**config.mk**
```make
export PLATFORM = sky130hd
export DESIGN_NAME = engine_sched_flat
export DESIGN_NICKNAME = d
export VERILOG_FILES = /design/src/rtl/engine_sched_if.sv /design/src/rtl/engine_sched.sv /design/src/flat_wrapper.sv
export SDC_FILE = /design/constraint.sdc
export NUM_CORES = 1
export LEC_CHECK = 0
export ABC_AREA = 1
export ABC_CLOCK_PERIOD_IN_PS = 5000
export BUFFER_PORTS_ARGS = -buffer_cell sky130_fd_sc_hd__buf_2
export CORE_UTILIZATION = 51
export DETAILED_ROUTE_END_ITERATION = 7
export PLACE_DENSITY = 0.74
export SLEW_MARGIN = 25
export SYNTH_ARGS = -nofsm -noshare
export SYNTH_HDL_FRONTEND = slang
export SYNTH_SLANG_ARGS = --single-unit
```
**constraint.sdc**
```tcl
create_clock -name clk -period 5 [get_ports clk]
set_clock_uncertainty 0.15 [all_clocks]
set_input_delay 0.25 -clock clk [delete_from_list [all_inputs] [get_ports clk]]
set_output_delay 0.25 -clock clk [all_outputs]
set_load 0.01 [all_outputs]
```
**src/rtl/engine_sched_if.sv**
```systemverilog
// Command, engine and DMA handshake bundle for the layer scheduler.
// slave is the scheduler's view; master is the surrounding command/engine/DMA side.
interface engine_sched_if;
  logic        cmd_valid;
  logic        cmd_ready;
  logic [2:0]  cmd_op;
  logic [3:0]  cmd_stride;
  logic [7:0]  cmd_kernel;
  logic [7:0]  cmd_i_side;
  logic [7:0]  cmd_o_side;
  logic [15:0] cmd_i_channel;
  logic [15:0] cmd_o_channel;
  logic [2:0]  op_type;
  logic [3:0]  stride;
  logic [7:0]  kernel;
  logic [7:0]  i_side;
  logic [7:0]  o_side;
  logic [15:0] i_channel;
  logic [15:0] o_channel;
  logic [7:0]  kernel_size;
  logic [15:0] stride2;
  logic        engine_rst;
  logic        engine_valid;
  logic        gemm_finish;
  logic        load_req;
  logic        load_ack;
  logic        wb_done;
  logic [7:0]  row_idx;
  logic [15:0] group_idx;
  logic        busy;
  logic        layer_done;
  logic [1:0]  err;

  modport slave (
    input  cmd_valid, cmd_op, cmd_stride, cmd_kernel, cmd_i_side, cmd_o_side,
           cmd_i_channel, cmd_o_channel, gemm_finish, load_ack, wb_done,
    output cmd_ready, op_type, stride, kernel, i_side, o_side, i_channel, o_channel,
           kernel_size, stride2, engine_rst, engine_valid, load_req, row_idx,
           group_idx, busy, layer_done, err
  );

  modport master (
    output cmd_valid, cmd_op, cmd_stride, cmd_kernel, cmd_i_side, cmd_o_side,
           cmd_i_channel, cmd_o_channel, gemm_finish, load_ack, wb_done,
    input  cmd_ready, op_type, stride, kernel, i_side, o_side, i_channel, o_channel,
           kernel_size, stride2, engine_rst, engine_valid, load_req, row_idx,
           group_idx, busy, layer_done, err
  );
endinterface

```
**src/rtl/engine_sched.sv**
```systemverilog
// Layer scheduler: latches one layer command and sequences it into engine passes,
// rows inner and channel groups of BURST_LEN outer, with a per-pass RUN watchdog.
module engine_sched #(
  parameter int unsigned BURST_LEN = 8,
  parameter logic [31:0] TIMEOUT   = 32'd1_000_000
) (
  input logic           clk,
  input logic           rst,
  engine_sched_if.slave bus
);
  localparam int unsigned LG = $clog2(BURST_LEN);

  typedef enum logic [2:0] {
    S_IDLE, S_CALC, S_ERST, S_LOAD, S_RUN, S_DRAIN, S_NEXT, S_DONE
  } state_t;

  state_t      r_state, w_next;
  logic [2:0]  r_op;
  logic [3:0]  r_stride;
  logic [7:0]  r_kernel, r_i_side, r_o_side;
  logic [15:0] r_i_channel, r_o_channel;
  logic [7:0]  r_kernel_size;
  logic [15:0] r_stride2;
  logic [16:0] r_n_groups;
  logic [7:0]  r_n_rows;
  logic [7:0]  r_row;
  logic [15:0] r_group;
  logic [1:0]  r_err;
  logic [31:0] r_wd;

  logic        w_accept, w_bad, w_timeout, w_row_more, w_grp_more;
  logic [31:0] w_wd_inc;
  logic [7:0]  w_ksq;
  logic [15:0] w_s2;
  logic [16:0] w_groups;

  assign w_accept   = (r_state == S_IDLE) && bus.cmd_valid;
  // Validation runs on the latched copy in CALC, so a rejected command still spends one CALC cycle.
  assign w_bad      = (r_op == 3'd0) || (r_op > 3'd3) || (r_kernel == '0) ||
                      (r_o_side == '0) || (r_o_channel == '0);
  assign w_wd_inc   = (r_wd == '1) ? r_wd : r_wd + 32'd1;
  assign w_timeout  = (w_wd_inc >= TIMEOUT);
  assign w_row_more = ({1'b0, r_row} + 9'd1) < {1'b0, r_n_rows};
  assign w_grp_more = ({1'b0, r_group} + 17'd1) < r_n_groups;
  assign w_ksq      = r_kernel * r_kernel;
  assign w_s2       = 16'(r_kernel) * 16'(r_stride);
  assign w_groups   = ({1'b0, r_o_channel} + 17'(BURST_LEN - 1)) >> LG;

  always_ff @(posedge clk or posedge rst) begin
    if (rst) r_state <= S_IDLE;
    else     r_state <= w_next;
  end

  always_comb begin
    w_next = r_state;
    case (r_state)
      S_IDLE:  if (w_accept) w_next = S_CALC;
      S_CALC:  w_next = w_bad ? S_DONE : S_ERST;
      S_ERST:  w_next = S_LOAD;
      S_LOAD:  if (bus.load_ack) w_next = S_RUN;
      S_RUN: begin
        if (bus.gemm_finish)  w_next = S_DRAIN;
        else if (w_timeout)   w_next = S_DONE;
      end
      S_DRAIN: if (bus.wb_done) w_next = S_NEXT;
      S_NEXT:  w_next = (w_row_more || w_grp_more) ? S_ERST : S_DONE;
      S_DONE:  w_next = S_IDLE;
      default: w_next = S_IDLE;
    endcase
  end

  always_ff @(posedge clk or posedge rst) begin
    if (rst) begin
      r_op          <= '0;
      r_stride      <= '0;
      r_kernel      <= '0;
      r_i_side      <= '0;
      r_o_side      <= '0;
      r_i_channel   <= '0;
      r_o_channel   <= '0;
      r_kernel_size <= '0;
      r_stride2     <= '0;
      r_n_groups    <= '0;
      r_n_rows      <= '0;
      r_row         <= '0;
      r_group       <= '0;
      r_err         <= '0;
      r_wd          <= '0;
    end else begin
      r_wd <= (r_state == S_RUN) ? w_wd_inc : '0;
      case (r_state)
        S_IDLE: if (w_accept) begin
          r_op        <= bus.cmd_op;
          r_stride    <= bus.cmd_stride;
          r_kernel    <= bus.cmd_kernel;
          r_i_side    <= bus.cmd_i_side;
          r_o_side    <= bus.cmd_o_side;
          r_i_channel <= bus.cmd_i_channel;
          r_o_channel <= bus.cmd_o_channel;
          r_row       <= '0;
          r_group     <= '0;
          r_err       <= '0;
        end
        S_CALC: begin
          r_kernel_size <= w_ksq;
          r_stride2     <= w_s2;
          r_n_groups    <= w_groups;
          r_n_rows      <= (r_op == 3'd3) ? 8'd1 : r_o_side;
          if (w_bad) r_err <= 2'd1;
        end
        S_RUN: if (!bus.gemm_finish && w_timeout) r_err <= 2'd2;
        S_NEXT: begin
          if (w_row_more) begin
            r_row <= r_row + 8'd1;
          end else begin
            r_row <= '0;
            if (w_grp_more) r_group <= r_group + 16'd1;
          end
        end
        default: ;
      endcase
    end
  end

  assign bus.cmd_ready    = (r_state == S_IDLE) && !rst;
  assign bus.engine_rst   = (r_state == S_ERST);
  assign bus.load_req     = (r_state == S_LOAD);
  assign bus.engine_valid = (r_state == S_RUN);
  assign bus.layer_done   = (r_state == S_DONE);
  assign bus.busy         = (r_state != S_IDLE);
  assign bus.op_type      = r_op;
  assign bus.stride       = r_stride;
  assign bus.kernel       = r_kernel;
  assign bus.i_side       = r_i_side;
  assign bus.o_side       = r_o_side;
  assign bus.i_channel    = r_i_channel;
  assign bus.o_channel    = r_o_channel;
  assign bus.kernel_size  = r_kernel_size;
  assign bus.stride2      = r_stride2;
  assign bus.row_idx      = r_row;
  assign bus.group_idx    = r_group;
  assign bus.err          = r_err;
endmodule

```
**src/flat_wrapper.sv**
```systemverilog
// flat-port wrapper written by rule: the top's interface ports become plain ports
module engine_sched_flat 
#(
  parameter int unsigned BURST_LEN = 8,
  parameter logic [31:0] TIMEOUT   = 32'd1_000_000
)
  (clk, rst, bus_cmd_valid, bus_cmd_op, bus_cmd_stride, bus_cmd_kernel, bus_cmd_i_side, bus_cmd_o_side, bus_cmd_i_channel, bus_cmd_o_channel, bus_gemm_finish, bus_load_ack, bus_wb_done, bus_cmd_ready, bus_op_type, bus_stride, bus_kernel, bus_i_side, bus_o_side, bus_i_channel, bus_o_channel, bus_kernel_size, bus_stride2, bus_engine_rst, bus_engine_valid, bus_load_req, bus_row_idx, bus_group_idx, bus_busy, bus_layer_done, bus_err);
  engine_sched_if bus_i ();
  input logic clk;
  input logic rst;
  input wire logic [$bits(bus_i.cmd_valid)-1:0] bus_cmd_valid;
  input wire logic [$bits(bus_i.cmd_op)-1:0] bus_cmd_op;
  input wire logic [$bits(bus_i.cmd_stride)-1:0] bus_cmd_stride;
  input wire logic [$bits(bus_i.cmd_kernel)-1:0] bus_cmd_kernel;
  input wire logic [$bits(bus_i.cmd_i_side)-1:0] bus_cmd_i_side;
  input wire logic [$bits(bus_i.cmd_o_side)-1:0] bus_cmd_o_side;
  input wire logic [$bits(bus_i.cmd_i_channel)-1:0] bus_cmd_i_channel;
  input wire logic [$bits(bus_i.cmd_o_channel)-1:0] bus_cmd_o_channel;
  input wire logic [$bits(bus_i.gemm_finish)-1:0] bus_gemm_finish;
  input wire logic [$bits(bus_i.load_ack)-1:0] bus_load_ack;
  input wire logic [$bits(bus_i.wb_done)-1:0] bus_wb_done;
  output wire logic [$bits(bus_i.cmd_ready)-1:0] bus_cmd_ready;
  output wire logic [$bits(bus_i.op_type)-1:0] bus_op_type;
  output wire logic [$bits(bus_i.stride)-1:0] bus_stride;
  output wire logic [$bits(bus_i.kernel)-1:0] bus_kernel;
  output wire logic [$bits(bus_i.i_side)-1:0] bus_i_side;
  output wire logic [$bits(bus_i.o_side)-1:0] bus_o_side;
  output wire logic [$bits(bus_i.i_channel)-1:0] bus_i_channel;
  output wire logic [$bits(bus_i.o_channel)-1:0] bus_o_channel;
  output wire logic [$bits(bus_i.kernel_size)-1:0] bus_kernel_size;
  output wire logic [$bits(bus_i.stride2)-1:0] bus_stride2;
  output wire logic [$bits(bus_i.engine_rst)-1:0] bus_engine_rst;
  output wire logic [$bits(bus_i.engine_valid)-1:0] bus_engine_valid;
  output wire logic [$bits(bus_i.load_req)-1:0] bus_load_req;
  output wire logic [$bits(bus_i.row_idx)-1:0] bus_row_idx;
  output wire logic [$bits(bus_i.group_idx)-1:0] bus_group_idx;
  output wire logic [$bits(bus_i.busy)-1:0] bus_busy;
  output wire logic [$bits(bus_i.layer_done)-1:0] bus_layer_done;
  output wire logic [$bits(bus_i.err)-1:0] bus_err;
  assign bus_i.cmd_valid = bus_cmd_valid;
  assign bus_i.cmd_op = bus_cmd_op;
  assign bus_i.cmd_stride = bus_cmd_stride;
  assign bus_i.cmd_kernel = bus_cmd_kernel;
  assign bus_i.cmd_i_side = bus_cmd_i_side;
  assign bus_i.cmd_o_side = bus_cmd_o_side;
  assign bus_i.cmd_i_channel = bus_cmd_i_channel;
  assign bus_i.cmd_o_channel = bus_cmd_o_channel;
  assign bus_i.gemm_finish = bus_gemm_finish;
  assign bus_i.load_ack = bus_load_ack;
  assign bus_i.wb_done = bus_wb_done;
  assign bus_cmd_ready = bus_i.cmd_ready;
  assign bus_op_type = bus_i.op_type;
  assign bus_stride = bus_i.stride;
  assign bus_kernel = bus_i.kernel;
  assign bus_i_side = bus_i.i_side;
  assign bus_o_side = bus_i.o_side;
  assign bus_i_channel = bus_i.i_channel;
  assign bus_o_channel = bus_i.o_channel;
  assign bus_kernel_size = bus_i.kernel_size;
  assign bus_stride2 = bus_i.stride2;
  assign bus_engine_rst = bus_i.engine_rst;
  assign bus_engine_valid = bus_i.engine_valid;
  assign bus_load_req = bus_i.load_req;
  assign bus_row_idx = bus_i.row_idx;
  assign bus_group_idx = bus_i.group_idx;
  assign bus_busy = bus_i.busy;
  assign bus_layer_done = bus_i.layer_done;
  assign bus_err = bus_i.err;
  engine_sched #(.BURST_LEN(BURST_LEN), .TIMEOUT(TIMEOUT)) u_core (.clk(clk), .rst(rst), .bus(bus_i));
endmodule
```
==> reports/summary.log, run 1 <==
qor: outcome.run_status completed
qor: layout.area_delta_synth_final 23.9%
qor: setup_path.worst-path-max-fanout 10
qor: floorplanning.dieArea 20400 um^2
qor: setup_path.path_cells nand2_1 -> inv_1 -> ha_1 -> xor2_1 -> ha_1 -> inv_1 -> fa_1 -> fa_1 -> inv_1 -> ha_1 -> a21oi_1 -> nand2_1 -> xor2_1 -> xor2_1 -> o21ai_0
qor: clock_tree.clock_tree.buffer_depth 2
qor: setup_path.crit-reg2reg-launch u_core.bus.kernel[2]
qor: floorplanning.dieWidth 143 um
qor: setup_path.buffers_and_inverters_on_the_worst_path 3
qor: setup_path.timing.critical_path.depth 15
qor: clock_tree.tritoncts built
qor: floorplanning.start_util 0.521
qor: global_route.grt_antenna_before_repair 0
qor: synth.most_common_cell_in_the_synthesized_netlist sky130_fd_sc_hd__nand2_1
qor: worst_hold_path.hold_depth 4
qor: clock_tree.htree_num_levels 4
qor: floorplanning.io-pin-count 188
qor: synth.synth.cell_area 10100 um^2
qor: detailed_routing.drcViolationCount 0
qor: synth.yosysUniqueCellTypes 46
qor: synth.synth_seq_cells 165
qor: placement.place_hpwl 17800 um
qor: placement.gpl.final_weighted_congestion 0.939
qor: power.fraction_of_power_spent_switching_nets 0.457
qor: worst_hold_path.worstHoldPathType in -> reg
qor: floorplanning.die_y 143 um
qor: layout.n_antenna_cell 0
qor: detailed_routing.number_of_vias_per_cell_after_detailed_routing 5.07
qor: power.internal_power_consumption 4.68 mW
qor: worst_hold_path.worst_hold_startpoint bus_cmd_valid
qor: synth.dominantRegCellSynth sky130_fd_sc_hd__dfrtp_1
qor: power.vdd_drop_max 0.000737 V
qor: detailed_routing.detailedRoute.firstIterationViolations 568
qor: synth.async_flop_share 1.00
qor: setup_path.rr_worst_depth 15
qor: setup_path.cp-startpoint u_core.bus.kernel[2]
qor: clock_tree.post_cts_hold_buffer_count 67
qor: clock_tree.path_clk_slew 70 ps
qor: detailed_routing.total_iterations_of_the_first_detailed_routing_run 5
qor: setup_path.cp_slowest_cell sky130_fd_sc_hd__fa_1
qor: global_route.pin_count_of_the_biggest_net_entering_global_routing 88
qor: synth.sequential_area_share_after_synthesis 0.408
qor: power.cellLeakagePower 6.58 nW
qor: placement.numPortBuffers 182
qor: detailed_routing.avgRoutedWirePerCell 14.2 um
qor: timing.final_max_slew_viol_count 0
qor: power.p_seq_frac 0.261
qor: timing.min_period_over_period 0.763
qor: synth.netlist_instances 1265
qor: global_route.grt_first_pass_wirelength 41600 um
qor: power.power.net_switching 3.94 mW
qor: clock_tree.setup_fix_bufs_post_cts 0
qor: synth.count_of_flip_flops_with_a_built_in_enable_after_synthesis 0
qor: timing.tns 0 ps
qor: detailed_routing.drt.antenna.violating_nets 0
qor: timing.relSlewSlack 0.308
qor: timing.tightest_slew 1040 ps
qor: setup_path.crit_arrival 3970 ps
qor: detailed_routing.route.vias.total 9028
qor: global_route.via_count_of_the_first_global_routing_pass 8821
qor: synth.synth.avg_cell_area 8.01 um^2
qor: clock_tree.cts_inserted_buffers 17
qor: job.max_cap_violations 0
qor: timing.setup-violations-final 0
qor: timing.min_period 3810 ps
qor: clock_tree.clock_latency_on_the_worst_skew_pair 440 ps
qor: setup_path.cp-end-kind flip-flop
qor: layout.share_of_layout_cells_above_drive_strength_1 0.192
qor: timing.grt_setup_unrepaired no
qor: clock_tree.numClockSinks 165
qor: synth.post_synth_most_frequent_cells sky130_fd_sc_hd__nand2_1, sky130_fd_sc_hd__inv_1, sky130_fd_sc_hd__dfrtp_1
qor: timing.timing.final.hold_violations 0
qor: global_route.track_usage 0.260
qor: synth.yosys_top_cell_area_share 0.408
qor: clock_tree.cts_root_buf sky130_fd_sc_hd__clkbuf_16
qor: power.power.total 8.62 mW
qor: clock_tree.cts_resized 0
qor: setup_path.max_stage_delay 540 ps
qor: power.comb_power_share 0.575
qor: setup_path.worst-endpoint-required 5160 ps
qor: setup_path.critical_path_class reg -> reg
qor: floorplanning.core.rowCount 51
qor: setup_path.timing.critical_path.from_type flip-flop
qor: synth.synth_area_leaders sky130_fd_sc_hd__dfrtp_1, sky130_fd_sc_hd__nand2_1, sky130_fd_sc_hd__inv_1, sky130_fd_sc_hd__ha_1, sky130_fd_sc_hd__mux2_2
qor: synth.synth-warning-count 0
qor: layout.finalNetCount 1643
qor: detailed_routing.wl 25300 um
qor: global_route.global_route.overflow_total 0
qor: synth.synth_area_leader_cell sky130_fd_sc_hd__dfrtp_1
qor: layout.fillers 1627
qor: setup_path.worst_path_dominant_cell_family adder cells
qor: floorplanning.core_area 19500 um^2
qor: power.cellPowerDensity 687 nW/um^2
qor: power.clock_power_share 0.164
qor: timing.max_freq 0.262 GHz
==> power groups by stage <==
stage	sequential [mW]	combinational, mW	clock, mW
2_1_floorplan	2.30	3.58	0
3_3_place_gp	2.24	4.76	0
3_5_place_dp	2.26	4.90	0
4_1_cts	2.24	4.98	1.43
5_1_grt	2.32	5.67	1.48
6_report	2.25	4.96	1.41
==> metal layers <==
layer | routed length (um) | track usage
met1 | 11200 | 0.329
met2 | 12300 | 0.442
met3 | 1200 | 0.0493
met4 | 566 | 0.0956
met5 | 0 | 0
==> tightest hold or removal path, delay by kind of cell <==
family	cells	cell delay, ps
AOI/OAI and AO/OA	1	180
and+or+nand+nor	2	200
buffers and inverters	1	110
==> metrics by stage <==
stage,std cells,utilization,worst slack (ps),hold WS [ps],cell area (um^2)
floorplan,1269,-,138,251,10100
global placement,1680,0.578,1310,218,11300
detailed placement,1680,0.578,1190,230,11300
CTS,1779,0.645,1160,195,12600
global route,1779,0.645,920,256,12600
finish,1779,0.645,1190,210,12600
==> placed cells by master (no fill, tap or decap), drive strengths merged <==
| master | instances |
|---|---|
| a21o | 1 |
| nand2b | 1 |
| conb | 5 |
| a21boi | 2 |
| nand3b | 4 |
| fa | 21 |
| dlygate4sd3 | 67 |
| o2111ai | 1 |
| nand3 | 80 |
| nand4 | 8 |
| clkinv | 5 |
| a21oi | 59 |
| ha | 52 |
| or2 | 4 |
| o211ai | 4 |
| a31oi | 1 |
| buf | 188 |
| nor2 | 135 |
| inv | 190 |
| dfrtp | 165 |
| clkinvlp | 1 |
| o32ai | 1 |
| nor4 | 7 |
| nand2 | 324 |
| nor3 | 14 |
| bufinv | 2 |
| o21ai | 53 |
| and3 | 1 |
| o21a | 2 |
| o21bai | 3 |
| xor2 | 23 |
| o31ai | 3 |
| xnor2 | 9 |
| mux2 | 45 |
| a211oi | 1 |
| clkbuf | 17 |
| o22ai | 15 |
==> state kept, by name, summed over array words and instances (netlist names) <==
register,flops
u_core.bus.kernel,8
u_core.bus.stride,4
u_core.r_n_rows,8
u_core.bus.stride2,12
u_core.r_n_groups,14
u_core.r_state,3
u_core.bus.group_idx,16
u_core.bus.i_side,8
u_core.bus.row_idx,8
u_core.bus.kernel_size,7
u_core.bus.op_type,3
u_core.r_wd,32
u_core.bus.o_side,8
u_core.bus.err,2
u_core.bus.o_channel,16
u_core.bus.i_channel,16
==> area by class of cell <==
class / instances / area (um^2) / share of cell area
sequential: 165 / 4130 / 0.329
clock inverter: 15 / 205 / 0.0163
multi-input combinational: 879 / 5150 / 0.410
tap: 265 / 332 / 0.0264
inverter: 183 / 692 / 0.0551
timing repair buffer: 255 / 1630 / 0.130
clock buffer: 17 / 425 / 0.0339
==> path summary, 6_finish.rpt <==
path / slack (ps) / end
worst min register to register: 330 / u_core.bus.stride2[8]
max in group asynchronous: 3210 / u_core.r_wd[6]
worst max register to register: 1190 / u_core.bus.kernel_size[7]
min in group asynchronous: 290 / u_core.bus.group_idx[14]
worst max-delay path: 1190 / u_core.bus.kernel_size[7]
worst min-delay path: 210 / u_core.r_state[2]
==> kinds of logic (layout without fill, tap and decap cells) <==
group | Yosys count | in the layout | share of synthesized area
buffers and inverters | 225 | 470 | 0.0874
AO/OA/AOI/OAI | 146 | 146 | 0.0788
multiplexers | 45 | 45 | 0.0500
flip-flops | 165 | 165 | 0.408
XOR/XNOR | 32 | 32 | 0.0277
adder cells (fa/ha/maj) | 73 | 73 | 0.106
other | 1 | 5 | 0.000370
AND/OR/NAND/NOR | 578 | 578 | 0.243
(Power assumes the default switching activity.)
==> run 2: changes to the inputs <==
--- a/config.mk
+++ b/config.mk
@@ -5,12 +5,12 @@
 export SDC_FILE = /design/constraint.sdc
 export NUM_CORES = 1
 export LEC_CHECK = 0
-export ABC_AREA = 1
-export ABC_CLOCK_PERIOD_IN_PS = 5000
+export ABC_AREA = 0
+export ABC_CLOCK_PERIOD_IN_PS = 4000
 export BUFFER_PORTS_ARGS = -buffer_cell sky130_fd_sc_hd__buf_2
-export CORE_UTILIZATION = 51
+export CORE_UTILIZATION = 55
 export DETAILED_ROUTE_END_ITERATION = 7
-export PLACE_DENSITY = 0.74
+export PLACE_DENSITY = 0.76
 export SLEW_MARGIN = 25
 export SYNTH_ARGS = -nofsm -noshare
 export SYNTH_HDL_FRONTEND = slang
==> constraint.sdc (replaced) <==
create_clock -name clk -period 4 [get_ports clk]
set_clock_uncertainty 0.15 [all_clocks]
set_input_delay 0.2 -clock clk [delete_from_list [all_inputs] [get_ports clk]]
set_output_delay 0.2 -clock clk [all_outputs]
set_load 0.01 [all_outputs]
==> reports/summary.log, run 2 <==
qor: outcome.run_status completed [unchanged]
qor: setup_path.worst_path_dominant_cell_family adder cells [unchanged]
qor: detailed_routing.number_of_vias_per_cell_after_detailed_routing 5.39 [was 5.07]
qor: timing.min_period 3790 ps [was 3810 ps]
qor: setup_path.timing.critical_path.from_type flip-flop [unchanged]
qor: floorplanning.core_area 17500 um^2 [was 19500 um^2]
qor: synth.synth_area_leaders sky130_fd_sc_hd__dfrtp_1, sky130_fd_sc_hd__nand2_1, sky130_fd_sc_hd__ha_1, sky130_fd_sc_hd__fa_1, sky130_fd_sc_hd__xnor2_1 [was sky130_fd_sc_hd__dfrtp_1, sky130_fd_sc_hd__nand2_1, sky130_fd_sc_hd__inv_1, sky130_fd_sc_hd__ha_1, sky130_fd_sc_hd__mux2_2]
qor: setup_path.critical_path.most_common_cell sky130_fd_sc_hd__inv_1
qor: layout.finalNetCount 1492 [was 1643]
qor: synth.sequential_area_share_after_synthesis 0.414 [was 0.408]
qor: synth.post_synth_most_frequent_cells sky130_fd_sc_hd__nand2_1, sky130_fd_sc_hd__dfrtp_1, sky130_fd_sc_hd__inv_1 [was sky130_fd_sc_hd__nand2_1, sky130_fd_sc_hd__inv_1, sky130_fd_sc_hd__dfrtp_1]
qor: synth.synthSimpleGateAreaFrac 0.253 [was 0.243]
qor: clock_tree.numClockSinks 165 [unchanged]
qor: power.cellPowerDensity 699 nW/um^2 [was 687 nW/um^2]
qor: setup_path.critical_path_class reg -> reg [unchanged]
qor: power.vdd_drop_max 0.000466 V [was 0.000737 V]
qor: global_route.via_count_of_the_first_global_routing_pass 8311 [was 8821]
qor: synth.count_of_flip_flops_with_a_built_in_enable_after_synthesis 0 [unchanged]
qor: placement.place_hpwl 16900 um [was 17800 um]
qor: synth.share_of_synthesized_cell_area_in_full_adder_half_adder_and_majority_cells 0.107 [was 0.106]
qor: job.max_cap_violations 0 [unchanged]
qor: layout.layout_commonest_cell sky130_fd_sc_hd__nand2_1 [unchanged]
qor: synth.synth_seq_cells 165 [unchanged]
qor: setup_path.worst-path-max-fanout 10 [unchanged]
qor: setup_path.r2r_setup_slack 210 ps [was 1190 ps]
qor: synth.dominantRegCellSynth sky130_fd_sc_hd__dfrtp_1 [unchanged]
qor: layout.max_flop_register u_core.r_wd [unchanged]
qor: power.comb_power_share 0.464 [was 0.575]
qor: layout.area_delta_synth_final 23.1% [was 23.9%]
qor: floorplanning.dieWidth 137 um [was 143 um]
qor: detailed_routing.avgRoutedWirePerCell 15.7 um [was 14.2 um]
qor: synth.synth_top_family_by_area simple AND/OR/NAND/NOR gates [unchanged]
qor: detailed_routing.wl 24900 um [was 25300 um]
qor: clock_tree.clock_latency_on_the_worst_skew_pair 440 ps [about the same]
qor: synth.synth_area_leader_cell sky130_fd_sc_hd__dfrtp_1 [unchanged]
qor: timing.timing.final.hold_violations 0 [unchanged]
qor: synth.synth.mux.area_fraction 0.0128 [was 0.0500]
qor: detailed_routing.route.vias.total 8566 [was 9028]
qor: detailed_routing.total_iterations_of_the_first_detailed_routing_run 5 [unchanged]
qor: layout.largest_reg_flops 32 [unchanged]
qor: floorplanning.die_y 137 um [was 143 um]
qor: setup_path.cp_slowest_cell sky130_fd_sc_hd__fa_1 [unchanged]
qor: setup_path.cp-end-kind flip-flop [unchanged]
qor: timing.final_max_slew_viol_count 0 [unchanged]
qor: layout.share_of_layout_cells_above_drive_strength_1 0.195 [was 0.192]
qor: timing.grt_setup_unrepaired no [unchanged]
qor: clock_tree.path_clk_slew 70 ps [about the same]
qor: synth.synth.cell_area 9970 um^2 [was 10100 um^2]
qor: detailed_routing.detailedRoute.firstIterationViolations 453 [was 568]
qor: timing.tns 0 ps [unchanged]
qor: floorplanning.io-pin-count 188 [unchanged]
qor: detailed_routing.drt.antenna.violating_nets 0 [unchanged]
qor: timing.relSlewSlack 0.505 [was 0.308]
qor: timing.worst_setup_slack_after_layout 206 ps [was 1190 ps]
qor: worst_hold_path.terminating_pin_of_the_worst_hold_path u_core.bus.err[1] [was u_core.r_state[2]]
qor: global_route.grt_first_pass_wirelength 41200 um [was 41600 um]
qor: floorplanning.core.rowCount 48 [was 51]
qor: layout.most-common-layout-cells sky130_fd_sc_hd__nand2_1, sky130_fd_sc_hd__buf_2, sky130_fd_sc_hd__dfrtp_1 [was sky130_fd_sc_hd__nand2_1, sky130_fd_sc_hd__buf_2, sky130_fd_sc_hd__inv_1]
qor: global_route.track_usage 0.283 [was 0.260]
qor: timing.tightest_slew 739 ps [was 1040 ps]
qor: timing.max_freq 0.264 GHz [was 0.262 GHz]
qor: power.cellLeakagePower 6.40 nW [was 6.58 nW]
qor: setup_path.rr_worst_depth 14 [was 15]
qor: timing.min_period_over_period 0.948 [was 0.763]
qor: global_route.grt_antenna_before_repair 1 [was 0]
qor: worst_hold_path.hold_depth 5 [was 4]
qor: layout.fillers 1326 [was 1627]
qor: synth.most_common_cell_in_the_synthesized_netlist sky130_fd_sc_hd__nand2_1 [unchanged]
qor: synth.netlist_instances 1130 [was 1265]
qor: setup_path.path_cells and2_1 -> inv_1 -> fa_1 -> fa_1 -> inv_1 -> ha_1 -> inv_1 -> fa_1 -> inv_1 -> ha_1 -> a21o_1 -> a21oi_1 -> xnor2_1 -> o21ai_0 [was nand2_1 -> inv_1 -> ha_1 -> xor2_1 -> ha_1 -> inv_1 -> fa_1 -> fa_1 -> inv_1 -> ha_1 -> a21oi_1 -> nand2_1 -> xor2_1 -> xor2_1 -> o21ai_0]
qor: detailed_routing.drcViolationCount 0 [unchanged]
qor: clock_tree.cts_inserted_buffers 17 [unchanged]
qor: clock_tree.cts_root_buf sky130_fd_sc_hd__clkbuf_16 [unchanged]
qor: synth.synth.avg_cell_area 8.82 um^2 [was 8.01 um^2]
qor: setup_path.worst-endpoint-required 4160 ps [was 5160 ps]
qor: floorplanning.start_util 0.570 [was 0.521]
qor: power.internal_power_consumption 4.83 mW [was 4.68 mW]
qor: setup_path.buffers_and_inverters_on_the_worst_path 4 [was 3]
qor: placement.post_place_setup_slack 241 ps [was 1190 ps]
qor: placement.gpl.final_weighted_congestion 0.862 [was 0.939]
qor: synth.yosys_top_cell_area_share 0.414 [was 0.408]
qor: clock_tree.htree_num_levels 4 [unchanged]
qor: worst_hold_path.worst_hold_startpoint bus_gemm_finish [was bus_cmd_valid]
qor: synth.fraction_of_synthesized_cell_area_in_xor_and_xnor_cells 0.0659 [was 0.0277]
qor: floorplanning.dieArea 18700 um^2 [was 20400 um^2]
qor: global_route.global_route.overflow_total 0 [unchanged]
qor: setup_path.max_stage_delay 530 ps [was 540 ps]
qor: power.fraction_of_power_spent_switching_nets 0.436 [was 0.457]
qor: setup_path.crit-reg2reg-launch u_core.bus.kernel[4] [was u_core.bus.kernel[2]]
qor: power.clock_power_share 0.201 [was 0.164]
qor: clock_tree.setup_fix_bufs_post_cts 0 [unchanged]
qor: synth.yosysUniqueCellTypes 74 [was 46]
qor: setup_path.reg2reg_to u_core.bus.kernel_size[7] [unchanged]
qor: synth.synth_compound_area_frac 0.0895 [was 0.0788]
qor: placement.numPortBuffers 182 [unchanged]
qor: worst_hold_path.worstHoldPathType in -> reg [unchanged]
qor: clock_tree.clock_tree.buffer_depth 2 [unchanged]
qor: timing.setup-violations-final 0 [unchanged]
qor: clock_tree.tritoncts built [unchanged]
qor: global_route.pin_count_of_the_biggest_net_entering_global_routing 103 [was 88]
qor: setup_path.crit_arrival 3950 ps [was 3970 ps]
qor: power.power.net_switching 3.74 mW [was 3.94 mW]
qor: synth.synth-warning-count 0 [unchanged]
qor: power.p_seq_frac 0.335 [was 0.261]
qor: synth.async_flop_share 1.00 [unchanged]
run 2: changes by cell type after synthesis, moves of 9 or more:
cell                       previous run  this run
sky130_fd_sc_hd__and2_1               0        25
sky130_fd_sc_hd__xnor2_1              9        44
sky130_fd_sc_hd__clkbuf_1            28        38
sky130_fd_sc_hd__inv_1              181        67
sky130_fd_sc_hd__a21oi_1             59        27
sky130_fd_sc_hd__nand2_1            317       294
sky130_fd_sc_hd__and3_1               1        21
sky130_fd_sc_hd__o22ai_1             15         0
sky130_fd_sc_hd__nand3_1             78        51
sky130_fd_sc_hd__mux2_2              45         6
sky130_fd_sc_hd__nand2b_1             1        10
sky130_fd_sc_hd__nor2_1             128        61
run 2: through the flow:
step / area (um^2) / hold slack, ps / power [mW] / std cells / util
CTS: 12300 / 26.3 / 8.59 / 1588 / 0.702
detailed placement: 11000 / 98.4 / 6.76 / 1490 / 0.628
global placement: 11000 / 87.4 / 6.61 / 1490 / 0.628
global route: 12300 / 55.2 / 9.27 / 1589 / 0.702
finish: 12300 / 40.4 / 8.57 / 1589 / 0.702
floorplan: 9980 / 155 / 5.47 / 1134 / -
run 2: kinds of logic (layout without fill, tap and decap cells):
family          Yosys count  in the layout
xor+xnor                 75             75
other cells               1              6
compound gates          136            136
mux                      12             12
fa+ha+maj                73             73
buf+inv                 129            358
simple gates            539            539
flops                   165            165
run 2: cell type report:
cell class	instances	area, um^2	share of cell area
clock buffer	17	425	0.0347
inverter	67	255	0.0208
sequential	165	4130	0.337
clock inverter	15	201	0.0164
timing repair buffer	259	1670	0.136
multi-input combinational	840	5300	0.432
tap	225	282	0.0230
antenna	1	2.50	0.000204
run 2: routing by layer:
layer,vias up,track usage,part of all wire
li1,4172,-,-
met1,4107,0.378,0.45
met2,252,0.465,0.48
met3,35,0.0552,0.052
met4,0,0.0815,0.016
met5,-,0,0
run 2: power groups by stage:
stage          registers [mW]  clock network (mW)  logic, mW
2_1_floorplan            2.88                   0       2.59
3_3_place_gp             2.86                   0       3.75
3_5_place_dp             2.87                   0       3.90
4_1_cts                  2.85                1.75       3.99
5_1_grt                  2.95                1.82       4.50
6_report                 2.87                1.72       3.97
run 2: worst max-delay path by stage:
stage / start / end / slack, ps / cells past startpoint
after floorplan: u_core.bus.kernel[4] / u_core.bus.kernel_size[7] / 260 / 15
after global placement: u_core.bus.kernel[4] / u_core.bus.kernel_size[7] / 330 / 14
after detailed placement: u_core.bus.kernel[4] / u_core.bus.kernel_size[7] / 240 / 14
after CTS: u_core.bus.kernel[4] / u_core.bus.kernel_size[7] / 220 / 14
after global routing: u_core.bus.stride[1] / u_core.bus.stride2[10] / 7 / 13
final: u_core.bus.kernel[4] / u_core.bus.kernel_size[7] / 210 / 14
run 2: repair_timing:
action,CTS,global route
endpoints found under the hold margin,81,0
gates resized for setup,0,1
setup endpoints to repair,0,1
hold buffers,66,0
run 2: worst reg2reg max path: stages (launching register included):
cell and delay (ps):
sky130_fd_sc_hd__dfrtp_1 500, sky130_fd_sc_hd__and2_1 220, sky130_fd_sc_hd__inv_1 70, sky130_fd_sc_hd__fa_1 400, sky130_fd_sc_hd__fa_1 480, sky130_fd_sc_hd__inv_1 40, sky130_fd_sc_hd__ha_1 260, sky130_fd_sc_hd__inv_1 50
sky130_fd_sc_hd__fa_1 530, sky130_fd_sc_hd__inv_1 50, sky130_fd_sc_hd__ha_1 340, sky130_fd_sc_hd__a21o_1 170, sky130_fd_sc_hd__a21oi_1 180, sky130_fd_sc_hd__xnor2_1 140, sky130_fd_sc_hd__o21ai_0 90
